## src/rtl/jtkiwi_pal_dma_if.sv

```systemverilog
// ROM fetch, CPU palette write and palette RAM write-port signals of the palette upload engine.
// master = engine side, slave = the ROM/CPU/RAM environment around it.
interface jtkiwi_pal_dma_if;
  logic        rom_cs;
  logic [8:0]  rom_addr;
  logic        rom_ok;
  logic [15:0] rom_data;
  logic [9:0]  cpu_addr;
  logic [7:0]  cpu_dout;
  logic        cpu_we;
  logic [9:0]  pal_addr;
  logic [7:0]  pal_dout;
  logic        pal_we;

  modport master (
    output rom_cs, rom_addr,
    input  rom_ok, rom_data,
    input  cpu_addr, cpu_dout, cpu_we,
    output pal_addr, pal_dout, pal_we
  );

  modport slave (
    input  rom_cs, rom_addr,
    output rom_ok, rom_data,
    output cpu_addr, cpu_dout, cpu_we,
    input  pal_addr, pal_dout, pal_we
  );
endinterface

```

## src/rtl/jtkiwi_pal_dma.sv

```systemverilog
// Palette upload: copies COLORS 16-bit ROM words into palette RAM as low/high byte writes, 4 cycles/colour best case.
// Backpressure: waits on rom_ok; engine writes stall while the CPU writes or (VBONLY) outside vertical blank.
module jtkiwi_pal_dma #(
  parameter int COLORS = 512,
  parameter bit VBONLY = 1'b1
) (
  input  logic             clk,
  input  logic             rst,
  input  logic             LVBL,
  input  logic             start,
  output logic             busy,
  output logic             done,
  jtkiwi_pal_dma_if.master bus
);

  typedef enum logic [1:0] {IDLE, FETCH, WRLO, WRHI} state_t;

  localparam logic [8:0] LAST = 9'(COLORS - 1);

  state_t      state_q, state_d;
  logic [8:0]  idx_q, idx_d;
  logic [15:0] latch_q, latch_d;
  logic        fetch_arm_q, fetch_arm_d;
  logic        busy_q, busy_d;
  logic        done_q, done_d;

  logic        grant;
  logic        eng_req;
  logic        eng_we;
  logic [9:0]  eng_addr;
  logic [7:0]  eng_dat;

  // The CPU always owns the port; the engine may also be fenced to vertical blank.
  assign grant = !bus.cpu_we && (!VBONLY || !LVBL);

  always_comb begin
    state_d     = state_q;
    idx_d       = idx_q;
    latch_d     = latch_q;
    fetch_arm_d = fetch_arm_q;
    done_d      = 1'b0;
    case (state_q)
      IDLE: begin
        if (start) begin
          idx_d       = 9'd0;
          fetch_arm_d = 1'b0;
          state_d     = FETCH;
        end
      end
      FETCH: begin
        // First cycle only presents the address; a leftover rom_ok belongs to the old address.
        if (!fetch_arm_q) begin
          fetch_arm_d = 1'b1;
        end else if (bus.rom_ok) begin
          latch_d = bus.rom_data;
          state_d = WRLO;
        end
      end
      WRLO: begin
        if (grant) state_d = WRHI;
      end
      WRHI: begin
        if (grant) begin
          if (idx_q == LAST) begin
            state_d = IDLE;
            done_d  = 1'b1;
          end else begin
            idx_d       = idx_q + 9'd1;
            fetch_arm_d = 1'b0;
            state_d     = FETCH;
          end
        end
      end
      default: state_d = IDLE;
    endcase
    busy_d = (state_d != IDLE);
  end

  always_ff @(posedge clk) begin
    if (rst) begin
      state_q     <= IDLE;
      idx_q       <= 9'd0;
      latch_q     <= 16'd0;
      fetch_arm_q <= 1'b0;
      busy_q      <= 1'b0;
      done_q      <= 1'b0;
    end else begin
      state_q     <= state_d;
      idx_q       <= idx_d;
      latch_q     <= latch_d;
      fetch_arm_q <= fetch_arm_d;
      busy_q      <= busy_d;
      done_q      <= done_d;
    end
  end

  // Engine writes are masked during reset so an aborted transfer leaves no partial byte.
  assign eng_req  = ((state_q == WRLO) || (state_q == WRHI)) && !rst;
  assign eng_we   = eng_req && grant;
  assign eng_addr = {state_q == WRHI, idx_q};
  assign eng_dat  = (state_q == WRHI) ? latch_q[15:8] : latch_q[7:0];

  always_comb begin
    bus.pal_addr = bus.cpu_addr;
    bus.pal_dout = bus.cpu_dout;
    bus.pal_we   = bus.cpu_we;
    if (!bus.cpu_we && eng_we) begin
      bus.pal_addr = eng_addr;
      bus.pal_dout = eng_dat;
      bus.pal_we   = 1'b1;
    end
  end

  assign bus.rom_cs   = (state_q == FETCH) && !rst;
  assign bus.rom_addr = idx_q;
  assign busy         = busy_q;
  assign done         = done_q;

endmodule

```

## src/flat_wrapper.sv

```systemverilog
// flat-port wrapper written by rule: the top's interface ports become plain ports
module jtkiwi_pal_dma_flat 
#(
  parameter int COLORS = 512,
  parameter bit VBONLY = 1'b1
)
  (clk, rst, LVBL, start, busy, done, bus_rom_cs, bus_rom_addr, bus_rom_ok, bus_rom_data, bus_cpu_addr, bus_cpu_dout, bus_cpu_we, bus_pal_addr, bus_pal_dout, bus_pal_we);
  jtkiwi_pal_dma_if bus_i ();
  input  logic clk;
  input  logic rst;
  input  logic LVBL;
  input  logic start;
  output logic busy;
  output logic done;
  output wire logic [$bits(bus_i.rom_cs)-1:0] bus_rom_cs;
  output wire logic [$bits(bus_i.rom_addr)-1:0] bus_rom_addr;
  input wire logic [$bits(bus_i.rom_ok)-1:0] bus_rom_ok;
  input wire logic [$bits(bus_i.rom_data)-1:0] bus_rom_data;
  input wire logic [$bits(bus_i.cpu_addr)-1:0] bus_cpu_addr;
  input wire logic [$bits(bus_i.cpu_dout)-1:0] bus_cpu_dout;
  input wire logic [$bits(bus_i.cpu_we)-1:0] bus_cpu_we;
  output wire logic [$bits(bus_i.pal_addr)-1:0] bus_pal_addr;
  output wire logic [$bits(bus_i.pal_dout)-1:0] bus_pal_dout;
  output wire logic [$bits(bus_i.pal_we)-1:0] bus_pal_we;
  assign bus_rom_cs = bus_i.rom_cs;
  assign bus_rom_addr = bus_i.rom_addr;
  assign bus_i.rom_ok = bus_rom_ok;
  assign bus_i.rom_data = bus_rom_data;
  assign bus_i.cpu_addr = bus_cpu_addr;
  assign bus_i.cpu_dout = bus_cpu_dout;
  assign bus_i.cpu_we = bus_cpu_we;
  assign bus_pal_addr = bus_i.pal_addr;
  assign bus_pal_dout = bus_i.pal_dout;
  assign bus_pal_we = bus_i.pal_we;
  jtkiwi_pal_dma #(.COLORS(COLORS), .VBONLY(VBONLY)) u_core (.clk(clk), .rst(rst), .LVBL(LVBL), .start(start), .busy(busy), .done(done), .bus(bus_i));
endmodule
```

## config.mk

```make
export PLATFORM = sky130hd
export DESIGN_NAME = jtkiwi_pal_dma_flat
export DESIGN_NICKNAME = d
export VERILOG_FILES = /design/src/rtl/jtkiwi_pal_dma_if.sv /design/src/rtl/jtkiwi_pal_dma.sv /design/src/flat_wrapper.sv
export SDC_FILE = /design/constraint.sdc
export NUM_CORES = 1
export LEC_CHECK = 0
export ABC_AREA = 1
export ABC_CLOCK_PERIOD_IN_PS = 4900
export CORE_ASPECT_RATIO = 0.6
export CORE_MARGIN = 3
export CORE_UTILIZATION = 37
export DETAILED_ROUTE_END_ITERATION = 8
export PLACE_DENSITY_LB_ADDON = 0.3
export SYNTH_ARGS = -nofsm -noshare
export SYNTH_HDL_FRONTEND = slang
export SYNTH_SLANG_ARGS = --single-unit
export TNS_END_PERCENT = 30
```

## constraint.sdc

```tcl
create_clock -name clk -period 4.9 [get_ports clk]
set_input_delay 1.47 -clock clk [delete_from_list [all_inputs] [get_ports clk]]
set_output_delay 1.47 -clock clk [all_outputs]
set_load 0.02 [all_outputs]
```

==> out/summary.txt, run 1 <==
Synth Flop Type: dfxtp_1
Fillers: 410
Most common cell on crit path: clkdlybuf4s50_1
Dominant cell type by area after synthesis: dfxtp_1
Horiz. Die Dim: 92.3 um
Max-cap violations: 0
Final design utilization: 0.589
Die Y: 57.8 um
Hold Crit Class: reg2reg
Warnings, synthesis: 0
Async SR Flop Fraction: 0
Hold Fails Final Rpt: 0
Vias in the first global route: 1722
Critical path's top delay family: buffers and inverters
Die area: 5330 um2
Worst setup EP type: output port
P_leak: 1.08 nW
Via count: 1829
Cells along the critical path: clkdlybuf4s50_1 -> nor2_2 -> nand2_2 -> inv_2 -> nor2_1 -> a21oi_1 -> clkdlybuf4s50_1
Syn Area/Cell: 6.41 um2
Worst path max stage delay: 0.64 ns
First-pass DRT Iterations: 4
Final TNS setup: 0 ns
Initial antenna violation count: 0
Number of enable flip-flop cells after synthesis: 0
RSZ-0062 raised after global routing: false
Fin nets: 371
Placement Cell Area: 2400 um2
Synth-to-Final Area Change: 50.0%
Gpl congestion: 0.825
DR vias/cell: 4.70
Synth Cell Area: 1650 um2
Post-synth cell types: 25
# resized after CTS: 0
Max Freq: 209 MHz
Post-CTS Setup Inserts: 0
Critical Path AT: 3.31 ns
Worst-Margin Slew: 0.544 ns
Avg WL per Cell: 12.4 um
Skew final: 0.00397 ns
Critical Path RT: 3.43 ns
Routed wire length: 4.81 mm
Largest net degree at the start of global routing: 22
Core outline area: 4210 um2
Post-route cell area: 2480 um2
Final Power: 0.571 mW
WHS: 0.481 ns
Root buffer cell: clkbuf_8
CP Launch Type: primary input
Post-Syn Instances: 258
Ratio of cells with drive above 1 in the final layout: 0.0881
Worst slew margin: 0.637
CTS clk-pin slew, worst paths: 0.06 ns
GRT Total Usage: 0.195
Mapped Nets: 300
Initial DRC Count: 70
Hold buffers post-CTS: 0
Flops & latches, synth: 30
Buffers & Inverters on Critical Path: 3
DP HPWL: 3.67 mm
Row cnt: 18
CTS max path bufs: 2
Drc violations: 0
First-pass GRT wire length: 8.08 mm
PortBufs: 70
Final period util: 0.975
Max-slew violation count: 0
Boundary pin count: 71
CTS Sinks: 30
Final Setup Violations: 0
Worst-skew pair later-pin latency: 0.29 ns
Starting Density: 0.392
Crit-path max FO: 9
Antenna Nets Post-Route: 0
Top cells by count, synth: nor2_1, nand2_1, dfxtp_1
ANT cells: 0
Synth top area share: 0.363
Count leader, synth: nor2_1
Status: complete, no violations
Pwr dens: 230 nW/um2
CTS tree: built
Seq/Total Area, Yosys: 0.363
Post-layout minimum cycle time: 4.78 ns
Total CTS buffers: 5
Critical path class: in2out
Gr ovfl total: 0
Peak VDD IR: 0.000136 V
Top post-synthesis cells by area: dfxtp_1, nor2_1, nand2_1
Crit-path slowest cell: clkdlybuf4s50_1
CTS HTree Levels: 2
[routing by layer]
| layer | routed length [um] | track usage | vias to the layer above |
|---|---|---|---|
| met5 | 0 | 0 | - |
| met4 | 102 | 0.0867 | 0 |
| met3 | 407 | 0.0597 | 10 |
| met2 | 1960 | 0.281 | 62 |
| met1 | 2340 | 0.270 | 804 |
| li1 | - | - | 953 |
[through the flow]
stage                     setup WS (ns)  cells
after floorplan                   0.935    258
after global placement            0.192    382
after detailed placement          0.104    382
after CTS                         0.104    389
after global routing            0.00676    389
final                             0.120    389
[state kept, by name (all words and copies together) (netlist names)]
signal and cells:
u_core.bus.rom_addr 9, u_core.busy 1, u_core.done 1, u_core.fetch_arm_q 1, u_core.latch_q 16, u_core.state_q 2
[area by class of cell]
class                      count  area, um2  share of cell area
sequential                    30        601               0.242
clock buffer                   5       68.8              0.0278
inverter                      28        106              0.0429
multi-input combinational    191        882               0.356
clock inverter                 2       10.0             0.00404
tap                           60       75.1              0.0303
timing repair buffer          73        736               0.297
[worst min-delay path, stage by stage (launching register included)]
cell	delay, ns
dfxtp_1	0.31
o21ai_0	0.07
a21oi_1	0.06
[final timing paths]
path	start	slack, ns	depth (start not counted)	endpoint
max	bus_cpu_we	0.12	7	bus_pal_dout[5]
min	u_core.fetch_arm_q$_SDFFE_PP0P_	0.48	2	u_core.fetch_arm_q$_SDFFE_PP0P_
max reg2reg	u_core.bus.rom_addr[1]$_SDFFE_PP0P_	2.91	12	u_core.bus.rom_addr[2]$_SDFFE_PP0P_
min reg2reg	u_core.fetch_arm_q$_SDFFE_PP0P_	0.48	2	u_core.fetch_arm_q$_SDFFE_PP0P_
[cell usage in the layout, fill, tap and decap left out]
| master | instances |
|---|---|
| nand2_2 | 6 |
| nor2_2 | 3 |
| nor2_1 | 60 |
| o21ai_0 | 28 |
| a21oi_4 | 1 |
| clkdlybuf4s50_1 | 70 |
| nor3_2 | 1 |
| clkbuf_8 | 5 |
| dfxtp_1 | 30 |
| nand2_1 | 50 |
| nand3_2 | 1 |
| clkinv_2 | 3 |
| nor3_1 | 2 |
| inv_2 | 4 |
| nand2_4 | 1 |
| a21oi_1 | 21 |
| buf_4 | 2 |
| nand4_1 | 1 |
| o21ai_1 | 3 |
| nand3b_1 | 1 |
| nand3_1 | 9 |
| ha_1 | 2 |
| inv_1 | 23 |
| buf_12 | 1 |
| nor2_4 | 1 |
[power breakdown]
group / switching [mW] / internal [mW]
Sequential: 0.00744 / 0.253
Clock: 0.0930 / 0.0950
Combinational: 0.0594 / 0.0635
Total: 0.160 / 0.411
[cells by family (layout without fill, tap and decap cells)]
logic type | count (synthesis) | in the layout | synth area share
AND/OR/NAND/NOR | 136 | 136 | 0.351
flip-flops | 30 | 30 | 0.363
adder cells (fa/ha/maj) | 2 | 2 | 0.0151
AO/OA/AOI/OAI | 53 | 53 | 0.167
buffers and inverters | 37 | 108 | 0.103
(Power assumes the default switching activity.)
==> inputs of run 2 (changes only) <==
--- a/config.mk
+++ b/config.mk
@@ -8,7 +8,6 @@
 export ABC_AREA = 1
 export ABC_CLOCK_PERIOD_IN_PS = 4900
 export CORE_ASPECT_RATIO = 0.6
-export CORE_MARGIN = 3
 export CORE_UTILIZATION = 37
 export DETAILED_ROUTE_END_ITERATION = 8
 export PLACE_DENSITY_LB_ADDON = 0.3
==> constraint.sdc (replaced) <==
create_clock -name clk -period 4.9 [get_ports clk]
set_input_delay 1.47 -clock clk [delete_from_list [all_inputs] [get_ports clk]]
set_output_delay 1.47 -clock clk [all_outputs]
set_load 0.01 [all_outputs]
==> run 2 against run 1 <==
Wire length shrank 5.7%. Sequential power barely moved. Core utilization increased by 0.91 points. Cell count increased by 0.51%. Total power is 9.3% higher. First-iteration DRC count decreased by 11%. Largest cell class unchanged. Highest routed layer unchanged.
==> out/summary.txt, run 2 (synthesized netlist as in run 1, its figures left out) <==
Gr ovfl total: 0 (unchanged)
CP Launch Type: primary input
Vias in the first global route: 1563 (-9.2%)
Commonest cells after routing, fill and taps aside: clkdlybuf4s50_1, nor2_1, nand2_1
Max Freq: 216 MHz (+3.0%)
Die Y: 53.8 um (-6.9%)
Critical Path Start: bus_cpu_we
Horiz. Die Dim: 88.3 um (-4.3%)
Pwr dens: 249 nW/um2 (+8.2%)
Initial DRC Count: 62 (-11%)
GRT Total Usage: 0.209 (+0.0137)
Worst-skew pair later-pin latency: 0.28 ns (about the same)
Reg2reg path depth: 12 (unchanged)
Max reg flops: 16 (unchanged)
Max-cap violations: 0 (unchanged)
Reg2Reg Setup Slack: 2.95 ns (+0.04 ns)
Starting Density: 0.395 (+0.00211)
Crit Reg-Reg Endpoint: u_core.bus.rom_addr[4]$_SDFFE_PP0P_
Final period util: 0.947 (-0.0285)
Placed cells: 382 (unchanged)
Critical Path AT: 3.17 ns (-0.14 ns)
Routed wire length: 4.54 mm (-5.7%)
Via count: 1827 (-0.11%)
Post-CTS Setup Inserts: 0 (unchanged)
Final Setup Violations: 0 (unchanged)
CTS clk-pin slew, worst paths: 0.07 ns (about the same)
Fillers: 418 (+2.0%)
PortBufs: 70 (unchanged)
P_leak: 1.08 nW (about the same)
CTS max path bufs: 2 (unchanged)
Crit-path max FO: 17 (+8)
Drc violations: 0 (unchanged)
Final std cells w/o fill: 391 (+0.51%)
CTS tree: built
Worst slew margin: 0.656 (+0.0198)
Final TNS setup: 0 ns (unchanged)
Worst-Margin Slew: 0.515 ns (-0.0297 ns)
Row cnt: 18 (unchanged)
Peak VDD IR: 0.000233 V (+71%)
RSZ-0062 raised after global routing: false
Ratio of cells with drive above 1 in the final layout: 0.0909 (+0.00276)
CTS HTree Levels: 2 (unchanged)
Hold Fails Final Rpt: 0 (unchanged)
Status: complete, no violations
Worst r2r src: u_core.bus.rom_addr[1]$_SDFFE_PP0P_
Initial antenna violation count: 0 (unchanged)
First-pass DRT Iterations: 5 (+1)
Critical path class: in2out
Hold Crit Class: reg2reg
Total CTS buffers: 5 (unchanged)
Top reg by flops: u_core.latch_q
Synth-to-Final Area Change: 51.5%
Root buffer cell: clkbuf_8
DR vias/cell: 4.67 (-0.62%)
CTS Sinks: 30 (unchanged)
Avg WL per Cell: 11.6 um (-6.2%)
First-pass GRT wire length: 7.29 mm (-9.8%)
Placement Cell Area: 2390 um2 (-0.52%)
DP HPWL: 3.41 mm (-6.9%)
WHS: 0.491 ns (+0.00974 ns)
Hold-critical path depth: 2 (unchanged)
Die area: 4750 um2 (-11%)
Core outline area: 4190 um2 (-0.53%)
# resized after CTS: 0 (unchanged)
Fin nets: 371 (unchanged)
Critical Path RT: 3.43 ns (about the same)
Post-layout minimum cycle time: 4.64 ns (-0.140 ns)
Hold buffers post-CTS: 0 (unchanged)
Worst setup path endpoint: bus_pal_dout[5]
Commonest non-fill, non-tap cell in the layout: clkdlybuf4s50_1
Skew final: 0.00605 ns (+0.00208 ns)
Gpl congestion: 0.833 (+1.1%)
Worst setup EP type: output port
Post-route cell area: 2500 um2 (+1.0%)
Antenna Nets Post-Route: 0 (unchanged)
Largest net degree at the start of global routing: 21 (-4.5%)
Boundary pin count: 71 (unchanged)
Max-slew violation count: 0 (unchanged)
-- run 2: critical path, cell delays in order --
cell             delay, ns
clkdlybuf4s50_1       0.43
nor2_2                0.25
nand2_2               0.11
buf_4                 0.20
a21oi_1               0.15
a21oi_1               0.08
clkdlybuf4s50_1       0.48
-- run 2: per-stage QoR --
step	power, mW	setup slack [ns]	util
after floorplan	0.312	1.14	-
after CTS	0.626	0.261	0.597
final	0.624	0.260	0.598
after global routing	0.655	0.103	0.597
after detailed placement	0.377	0.264	0.570
after global placement	0.376	0.285	0.570
-- run 2: worst min path at each step --
stage,to,from,slack [ns]
after CTS,u_core.fetch_arm_q$_SDFFE_PP0P_,u_core.fetch_arm_q$_SDFFE_PP0P_,0.49
after global routing,u_core.fetch_arm_q$_SDFFE_PP0P_,u_core.fetch_arm_q$_SDFFE_PP0P_,0.54
after detailed placement,u_core.fetch_arm_q$_SDFFE_PP0P_,u_core.fetch_arm_q$_SDFFE_PP0P_,0.48
after global placement,u_core.fetch_arm_q$_SDFFE_PP0P_,u_core.fetch_arm_q$_SDFFE_PP0P_,0.46
after floorplan,u_core.fetch_arm_q$_SDFFE_PP0P_,u_core.fetch_arm_q$_SDFFE_PP0P_,0.45
final,u_core.fetch_arm_q$_SDFFE_PP0P_,u_core.fetch_arm_q$_SDFFE_PP0P_,0.49
-- run 2: cell type report --
class / instances / area (um2) / area share
Multi-Input combinational cell: 191 / 882 / 0.352
Timing Repair Buffer: 73 / 723 / 0.289
Sequential cell: 30 / 601 / 0.240
Inverter: 28 / 106 / 0.0425
Tap cell: 60 / 75.1 / 0.0300
Clock buffer: 5 / 68.8 / 0.0275
Clock inverter: 3 / 45.0 / 0.0180
Antenna cell: 1 / 2.50 / 0.00100
-- run 2: where the power goes --
group / switching, mW / internal (mW) / total [mW] / leakage (nW)
clock network: 0.101 / 0.151 / 0.252 / 0.0504
logic: 0.0490 / 0.0634 / 0.112 / 0.786
registers: 0.00736 / 0.253 / 0.260 / 0.244
total: 0.157 / 0.467 / 0.624 / 1.08
-- run 2: layer usage --
layer | routed length [um] | part of all wire | up-vias | track usage
met3 | 471 | 0.10 | 5 | 0.0644
met2 | 1670 | 0.37 | 77 | 0.294
met4 | 39 | 0.0086 | 0 | 0.0645
met5 | 0 | 0 | - | 0
met1 | 2360 | 0.52 | 788 | 0.301
li1 | - | - | 957 | -
==> inputs of run 3 (changes only) <==
--- a/config.mk
+++ b/config.mk
@@ -8,6 +8,7 @@
 export ABC_AREA = 1
 export ABC_CLOCK_PERIOD_IN_PS = 4900
 export CORE_ASPECT_RATIO = 0.6
+export CORE_MARGIN = 2
 export CORE_UTILIZATION = 37
 export DETAILED_ROUTE_END_ITERATION = 8
 export PLACE_DENSITY_LB_ADDON = 0.3
==> run 3 against run 2 <==
Wire length is 0.95% lower. Sequential share of layout area shrank 0.18 points. Critical endpoint is now bus_pal_addr[6]. Global-route usage shrank 2.1 points. Combinational power barely moved. Largest power group is now the clock network. Cell count shrank 0.51%. Core utilization up 0.45 points. Via count is essentially flat. Sequential cell count unchanged.
==> out/summary.txt, run 3 (synthesized netlist as in run 1, its figures left out) <==
CTS clk-pin slew, worst paths: 0.06 ns (about the same)
First-pass GRT wire length: 7.67 mm (+5.2%)
Antenna Nets Post-Route: 0 (unchanged)
Avg WL per Cell: 11.6 um (-0.44%)
Max Freq: 214 MHz (-0.64%)
Max reg flops: 16 (unchanged)
Gr ovfl total: 0 (unchanged)
Final TNS setup: 0 ns (unchanged)
CTS tree: built
Final design utilization: 0.602 (+0.00448)
PortBufs: 70 (unchanged)
Total CTS buffers: 5 (unchanged)
Synth-to-Final Area Change: 52.6%
Die Y: 55.8 um (+3.7%)
Worst setup EP type: output port
Drc violations: 0 (unchanged)
Vias in the first global route: 1653 (+5.8%)
First-pass DRT Iterations: 5 (unchanged)
Via count: 1828 (+0.055%)
Worst setup path endpoint: bus_pal_addr[6]
Hold buffers post-CTS: 0 (unchanged)
Max-cap violations: 0 (unchanged)
P_leak: 1.10 nW (+1.6%)
Worst r2r src: u_core.bus.rom_addr[1]$_SDFFE_PP0P_
Pwr dens: 271 nW/um2 (+8.5%)
Critical Path Start: bus_cpu_we
Reg2reg path depth: 12 (unchanged)
Commonest cells after routing, fill and taps aside: clkdlybuf4s50_1, nor2_1, nand2_1
Ratio of cells with drive above 1 in the final layout: 0.0881 (-0.00276)
Root buffer cell: clkbuf_8
Worst-skew pair later-pin latency: 0.28 ns (about the same)
Final Setup Violations: 0 (unchanged)
Hold Fails Final Rpt: 0 (unchanged)
GRT Total Usage: 0.187 (-0.0214)
Max-slew violation count: 0 (unchanged)
Starting Density: 0.395 (unchanged)
Placement Cell Area: 2380 um2 (-0.31%)
DP HPWL: 3.35 mm (-1.6%)
Worst slew margin: 0.627 (-0.0296)
Skew final: 0.00636 ns (+0.000313 ns)
Post-layout minimum cycle time: 4.67 ns (+0.0298 ns)
Critical Path RT: 3.43 ns (about the same)
Worst-Margin Slew: 0.559 ns (+0.0443 ns)
# resized after CTS: 0 (unchanged)
Commonest non-fill, non-tap cell in the layout: clkdlybuf4s50_1
Die area: 5040 um2 (+6.1%)
Top reg by flops: u_core.latch_q
Reg2Reg Setup Slack: 2.96 ns (about the same)
Horiz. Die Dim: 90.3 um (+2.3%)
Core outline area: 4190 um2 (unchanged)
Largest net degree at the start of global routing: 28 (+33%)
Post-CTS Setup Inserts: 0 (unchanged)
RSZ-0062 raised after global routing: false
CTS max path bufs: 2 (unchanged)
CTS HTree Levels: 2 (unchanged)
Hold Crit Class: reg2reg
CP Launch Type: primary input
Status: complete, no violations
Row cnt: 18 (unchanged)
Gpl congestion: 0.854 (+2.5%)
Fin nets: 370 (-0.27%)
Initial DRC Count: 106 (+71%)
ANT cells: 0 (-1)
Critical Path AT: 3.20 ns (+0.03 ns)
Crit Reg-Reg Endpoint: u_core.bus.rom_addr[2]$_SDFFE_PP0P_
Peak VDD IR: 0.000171 V (-27%)
DR vias/cell: 4.70 (+0.57%)
Final period util: 0.953 (+0.00608)
Critical path class: in2out
Crit-path max FO: 27 (+10)
Fillers: 395 (-5.5%)
Post-route cell area: 2520 um2 (+0.75%)
CTS Sinks: 30 (unchanged)
Routed wire length: 4.49 mm (-0.95%)
Boundary pin count: 71 (unchanged)
Initial antenna violation count: 0 (unchanged)
==> run 3: worst max-delay path, stage by stage <==
cell             delay, ns
clkdlybuf4s50_1       0.43
nor2_2                0.23
nand2_2               0.09
buf_4                 0.22
o21ai_0               0.19
clkdlybuf4s50_1       0.57
==> run 3: layout make-up <==
class / instances / area [um2] / area share
Sequential cell: 30 / 601 / 0.238
Inverter: 28 / 106 / 0.0422
Clock buffer: 6 / 82.6 / 0.0327
Timing Repair Buffer: 72 / 716 / 0.284
Tap cell: 60 / 75.1 / 0.0298
Clock inverter: 2 / 60.1 / 0.0238
Multi-Input combinational cell: 191 / 882 / 0.350
==> run 3: where the power goes <==
group / internal, mW / switching, mW
Clock: 0.217 / 0.0929
Sequential: 0.253 / 0.00733
Combinational: 0.0633 / 0.0494
Total: 0.533 / 0.150
==> run 3: per-layer routing <==
metal / up-vias / wire length, um / GRT usage
li1: 957 / - / -
met2: 71 / 1770 / 0.281
met5: - / 0 / 0
met4: 0 / 31 / 0.0484
met3: 5 / 437 / 0.0596
met1: 795 / 2250 / 0.260
==> run 3: stage by stage <==
stage	worst slack [ns]	cells	hold slack (ns)	total power, mW
global route	0.118	389	0.530	0.713
CTS	0.222	389	0.492	0.689
floorplan	1.14	258	0.451	0.312
detailed placement	0.224	381	0.484	0.378
global placement	0.283	381	0.466	0.376
finish	0.230	389	0.491	0.682
==> run 3: worst min path at each step <==
stage	from	to	slack [ns]	cells past startpoint
3_3_place_gp	u_core.fetch_arm_q$_SDFFE_PP0P_	u_core.fetch_arm_q$_SDFFE_PP0P_	0.47	2
3_5_place_dp	u_core.fetch_arm_q$_SDFFE_PP0P_	u_core.fetch_arm_q$_SDFFE_PP0P_	0.48	2
4_1_cts	u_core.fetch_arm_q$_SDFFE_PP0P_	u_core.fetch_arm_q$_SDFFE_PP0P_	0.49	2
6_report	u_core.fetch_arm_q$_SDFFE_PP0P_	u_core.fetch_arm_q$_SDFFE_PP0P_	0.49	2
2_1_floorplan	u_core.fetch_arm_q$_SDFFE_PP0P_	u_core.fetch_arm_q$_SDFFE_PP0P_	0.45	2
5_1_grt	u_core.fetch_arm_q$_SDFFE_PP0P_	u_core.fetch_arm_q$_SDFFE_PP0P_	0.53	2
